### src/rtl/sram_stream_ctrl.sv
// sram_stream_ctrl
//   Streams write and read requests onto a single-port SRAM (port 0) and
//   returns read data through a 2-entry response FIFO.
//
// Ports
//   clk, rst_n                   clock, asynchronous active-low reset
//   wr_valid/wr_ready            write request handshake
//   wr_addr, wr_data, wr_mask    write word address, data, byte enables
//   rd_valid/rd_ready            read request handshake
//   rd_addr                      read word address
//   resp_valid/resp_ready        read response handshake
//   resp_data                    read response data
//   csb0, web0                   SRAM chip select / write enable (active low)
//   wmask0, addr0, din0          SRAM byte mask, address, write data
//   dout0                        SRAM read data (valid one cycle after read)
module sram_stream_ctrl #(
    parameter int DATA_WIDTH = 32,
    parameter int ADDR_WIDTH = 10,
    parameter int NUM_WMASKS = 4
) (
    input  logic                  clk,
    input  logic                  rst_n,
    input  logic                  wr_valid,
    output logic                  wr_ready,
    input  logic [ADDR_WIDTH-1:0] wr_addr,
    input  logic [DATA_WIDTH-1:0] wr_data,
    input  logic [NUM_WMASKS-1:0] wr_mask,
    input  logic                  rd_valid,
    output logic                  rd_ready,
    input  logic [ADDR_WIDTH-1:0] rd_addr,
    output logic                  resp_valid,
    input  logic                  resp_ready,
    output logic [DATA_WIDTH-1:0] resp_data,
    output logic                  csb0,
    output logic                  web0,
    output logic [NUM_WMASKS-1:0] wmask0,
    output logic [ADDR_WIDTH-1:0] addr0,
    output logic [DATA_WIDTH-1:0] din0,
    input  logic [DATA_WIDTH-1:0] dout0
);

    typedef enum logic {
        LAST_WR = 1'b0,
        LAST_RD = 1'b1
    } rr_e;

    rr_e                   r_last;
    logic                  r_inflight;
    logic [1:0]            r_count;
    logic                  r_wptr;
    logic                  r_rptr;
    logic [DATA_WIDTH-1:0] r_mem [2];
    logic [ADDR_WIDTH-1:0] r_addr_hold;
    logic [DATA_WIDTH-1:0] r_din_hold;

    logic [2:0] w_occ;
    logic       w_rd_elig;
    logic       w_wr_fire;
    logic       w_rd_fire;
    logic       w_push;
    logic       w_pop;

    // A read is only eligible when its response is guaranteed a FIFO slot,
    // counting the one already travelling through the SRAM.
    assign w_occ     = {1'b0, r_count} + {2'b00, r_inflight};
    assign w_rd_elig = rd_valid && (w_occ < 3'd2);

    // Tie goes to the side that did not win last; rst_n gating keeps both
    // ready outputs low while reset is held.
    assign w_wr_fire = rst_n && wr_valid && (!w_rd_elig || (r_last == LAST_RD));
    assign w_rd_fire = rst_n && w_rd_elig && !(wr_valid && (r_last == LAST_RD));

    assign wr_ready = w_wr_fire;
    assign rd_ready = w_rd_fire;

    assign w_push = r_inflight;
    assign w_pop  = (r_count != 2'd0) && resp_ready;

    assign resp_valid = (r_count != 2'd0);
    assign resp_data  = r_mem[r_rptr];

    always_comb begin
        csb0   = 1'b1;
        web0   = 1'b1;
        wmask0 = '0;
        addr0  = r_addr_hold;
        din0   = r_din_hold;
        if (w_wr_fire) begin
            csb0   = 1'b0;
            web0   = 1'b0;
            wmask0 = wr_mask;
            addr0  = wr_addr;
            din0   = wr_data;
        end else if (w_rd_fire) begin
            csb0  = 1'b0;
            addr0 = rd_addr;
        end
    end

    always_ff @(posedge clk or negedge rst_n) begin
        if (!rst_n) begin
            r_last      <= LAST_RD;
            r_inflight  <= 1'b0;
            r_count     <= '0;
            r_wptr      <= 1'b0;
            r_rptr      <= 1'b0;
            r_addr_hold <= '0;
            r_din_hold  <= '0;
        end else begin
            if (w_wr_fire) begin
                r_last      <= LAST_WR;
                r_addr_hold <= wr_addr;
                r_din_hold  <= wr_data;
            end else if (w_rd_fire) begin
                r_last      <= LAST_RD;
                r_addr_hold <= rd_addr;
            end
            r_inflight <= w_rd_fire;
            if (w_push) r_wptr <= ~r_wptr;
            if (w_pop)  r_rptr <= ~r_rptr;
            case ({w_push, w_pop})
                2'b10:   r_count <= r_count + 2'd1;
                2'b01:   r_count <= r_count - 2'd1;
                default: r_count <= r_count;
            endcase
        end
    end

    // FIFO storage needs no reset: entries are only read when counted valid.
    always_ff @(posedge clk) begin
        if (w_push) r_mem[r_wptr] <= dout0;
    end

endmodule

### config.mk
export PLATFORM = sky130hd
export DESIGN_NAME = sram_stream_ctrl
export DESIGN_NICKNAME = d
export VERILOG_FILES = /design/src/rtl/sram_stream_ctrl.sv
export SDC_FILE = /design/constraint.sdc
export NUM_CORES = 1
export LEC_CHECK = 0
export ABC_AREA = 0
export ABC_CLOCK_PERIOD_IN_PS = 3750
export CAP_MARGIN = 20
export CORE_MARGIN = 2
export CORE_UTILIZATION = 46
export CTS_BUF_LIST = sky130_fd_sc_hd__clkbuf_16
export DETAILED_ROUTE_END_ITERATION = 10
export PLACE_DENSITY = 0.91
export SYNTH_ARGS = -nofsm -noshare
export SYNTH_HDL_FRONTEND = slang
export SYNTH_SLANG_ARGS = --single-unit
### constraint.sdc
create_clock -name clk -period 3.75 [get_ports clk]
set_clock_uncertainty 0.15 [all_clocks]
set_input_delay 0.75 -clock clk [delete_from_list [all_inputs] [get_ports clk]]
set_output_delay 0.75 -clock clk [all_outputs]
set_load 0.01 [all_outputs]
==> metrics <==
status=finished clean; crit start category=input port; die area=10100 µm²; largest net degree at the start of global routing=43; Initial Utilization=47.0%; DR WL/cell=around 18 µm; gr usage total=19.1%; DRT antenna net count=0; Seq/Total Area, Yosys=72.6%; multi-input gate area in the final layout=1090 µm²; Diodes inserted=0; worst path cell trace=clkdlybuf4s50_1 -> nand2_2 -> a41oi_4 -> buf_4 -> clkbuf_16 -> mux2_2 -> clkdlybuf4s50_1; Die Y=101 µm; routed vias/inst=roughly 5; Worst Max-Slew Pin Slew=about 950 ps; CP max FO=19; RePlAce Congestion=around 0.73; worst vdd ir=341 µV; layout net count=517; DP Area=6180 µm²; Routed WL=9760 µm; Max Cap Violations=0; Port Buffers=175; htree depth=3; clk sinks=roughly 110; Rel. slew slack=36.5%; critical path's top delay family=buffers and inverters; Place WS=slightly below 90 ps; DIE WIDTH=approximately 100 µm; largest cells by area after synthesis=edfxtp_1 45%, dfrtp_1 27%, mux2_2 13%; core area=between 9000 and 10000 µm²; Root Buffer=clkbuf_16; layout cells sized above 1=20.8%; initial antenna violation count=0; grt ovf=0; Peak Freq=272 MHz; CTS tree=yes; first-pass GRT wire length=around 15000 µm; post-synth net total=between 300 and 400; vias in the first global route=roughly 3000; Max stage delay on crit path=520 ps; Worst Hold Class=input port to asynchronous set/reset pin; Critical Path RT=roughly 2900 ps; Lkg Pwr=approximately 0.0024 µW; Clock transition at path regs=70 ps; row cnt=35; buffers plus inverters on the worst setup path=4; final period utilization=between 90% and 100%; Post-Route Setup TNS=0 ps; Ports=176; vias post-DR=2748; DRC=0; fillcell total=601; cells after synthesis=238; fin. max-slew vios=0; Worst setup EP type=output pin; cts bufs inserted=9; flop2flop setup slack=between 1500 and 2000 ps; first drt pass iteration count=4; Synth cell types=26; post-route cell area=between 6000 and 7000 µm²; register area=about 3100 µm²; leading area contributor after synthesis=edfxtp_1; pwr dens=a little over 600 nW/µm²; Post-Syn Area per Cell=18.1 µm²; initial DRC count=61; post-synth top area share=44.7%; Final Non-Filler Cells=539; Final Hold Fails=0; slowest CP cell=clkdlybuf4s50_1; Final HPWL DP=between 6000 and 7000 µm; yosys warns=0; Worst Path Arrival=2780 ps; placed cells=between 500 and 600; Synth Register Bits=112; unrepaired setup endpoints after global routing=no; Tmin final=3680 ps; Setup CP Type=input port to output pin; count of final setup violators=0; Final Hold Slack=121 ps; hold buffers post-CTS=0; worst skew pair latency=roughly 330 ps; final worst slack=70.0 ps; CTS Buffer Depth=2; Crit path top cell by count=clkdlybuf4s50_1; Synth-to-Final Area Change=51.3%; Synth Cell Area=4300 µm²
[what timing repair did]
action,in CTS,in global routing
setup endpoints to repair,0,2
buffers inserted,0,2
gates resized for setup,0,5
[power by group]
| part | switching [µW] | internal [µW] | total, µW |
|---|---|---|---|
| logic | 601 | 876 | 1480 |
| clock network | 426 | 453 | 879 |
| registers | 83.4 | 1560 | 1640 |
| total | 1110 | 2890 | 4000 |
[through the flow]
step,util [%],power [µW]
after detailed placement,67.6,3140
final,71.1,4000
after CTS,70.5,4040
after floorplan,-,2350
after global routing,71.1,4200
after global placement,67.6,3100
[worst paths after layout]
check	startpoint	to	cells past startpoint
max	wr_valid	din0[27]	7
min	rst_n	r_count[1]$_DFFE_PN0P_	1
max reg2reg	r_last$_DFFE_PN1P_	r_din_hold[27]$_DFF_PN0_	5
min reg2reg	r_rptr$_DFFE_PN0P_	r_rptr$_DFFE_PN0P_	1
max in group asynchronous	rst_n	r_din_hold[22]$_DFF_PN0_	2
min in group clk	r_rptr$_DFFE_PN0P_	r_rptr$_DFFE_PN0P_	1
[cell usage after synthesis (all sizes together)]
cell type  instances
o21ai              1
nor2               2
xnor2              3
or2                1
o221a             10
dfstp              1
nand2              5
ha                 1
nand2b            10
clkbuf             1
o21a               1
mux2              64
buf               10
xor2               2
edfxtp            64
dfrtp             47
and2               6
and3               1
inv                6
nand3              1
a41oi              1
[layout make-up]
cell class                 instances  share of cell area [%]
clock inverter                     7                   0.711
multi-input combinational        109                    16.7
sequential                       112                    48.0
inverter                           6                   0.346
tap                              111                    2.13
clock buffer                       9                    3.46
timing repair buffer             185                    28.6
[worst register-to-register path: stages, from the launching register on]
cell,delay (ps)
dfstp_2,560
inv_1,70
a41oi_4,220
buf_4,180
clkbuf_16,170
mux2_2,350
[cell usage in the layout (no fill, tap or decap), drive strengths merged, types with 2 or more instances in the layout]
cell,synthesis,routed
dlymetal6s2s,0,3
clkdlybuf4s50,0,171
buf,10,10
edfxtp,64,64
xor2,2,2
inv,6,12
o221a,10,10
dfrtp,47,47
xnor2,3,3
mux2,64,64
nand2b,10,10
and2,6,6
nor2,2,2
clkbuf,1,10
nand2,5,5
[cells by family after synthesis]
group	synth area share [%]
AO/OA/AOI/OAI	3.29
adder cells (fa/ha/maj)	0.291
buffers and inverters	2.56
AND/OR/NAND/NOR	3.46
flip-flops	72.6
multiplexers	16.8
XOR/XNOR	1.02
[registers in the layout (all words and copies together) (netlist names)]
register / flops
r_din_hold: 32
r_count: 2
r_wptr: 1
r_last: 1
r_addr_hold: 10
r_rptr: 1
r_inflight: 1
r_mem: 64
[layer usage]
| metal | track usage, % | part of all wire, % | vias up |
|---|---|---|---|
| met1 | 21.5 | 38 | 1362 |
| met5 | 0 | 0 | - |
| met3 | 8.04 | 11 | 13 |
| li1 | - | - | 1245 |
| met2 | 32.6 | 50 | 128 |
| met4 | 6.95 | 1.4 | 0 |
(Power assumes the default switching activity.)
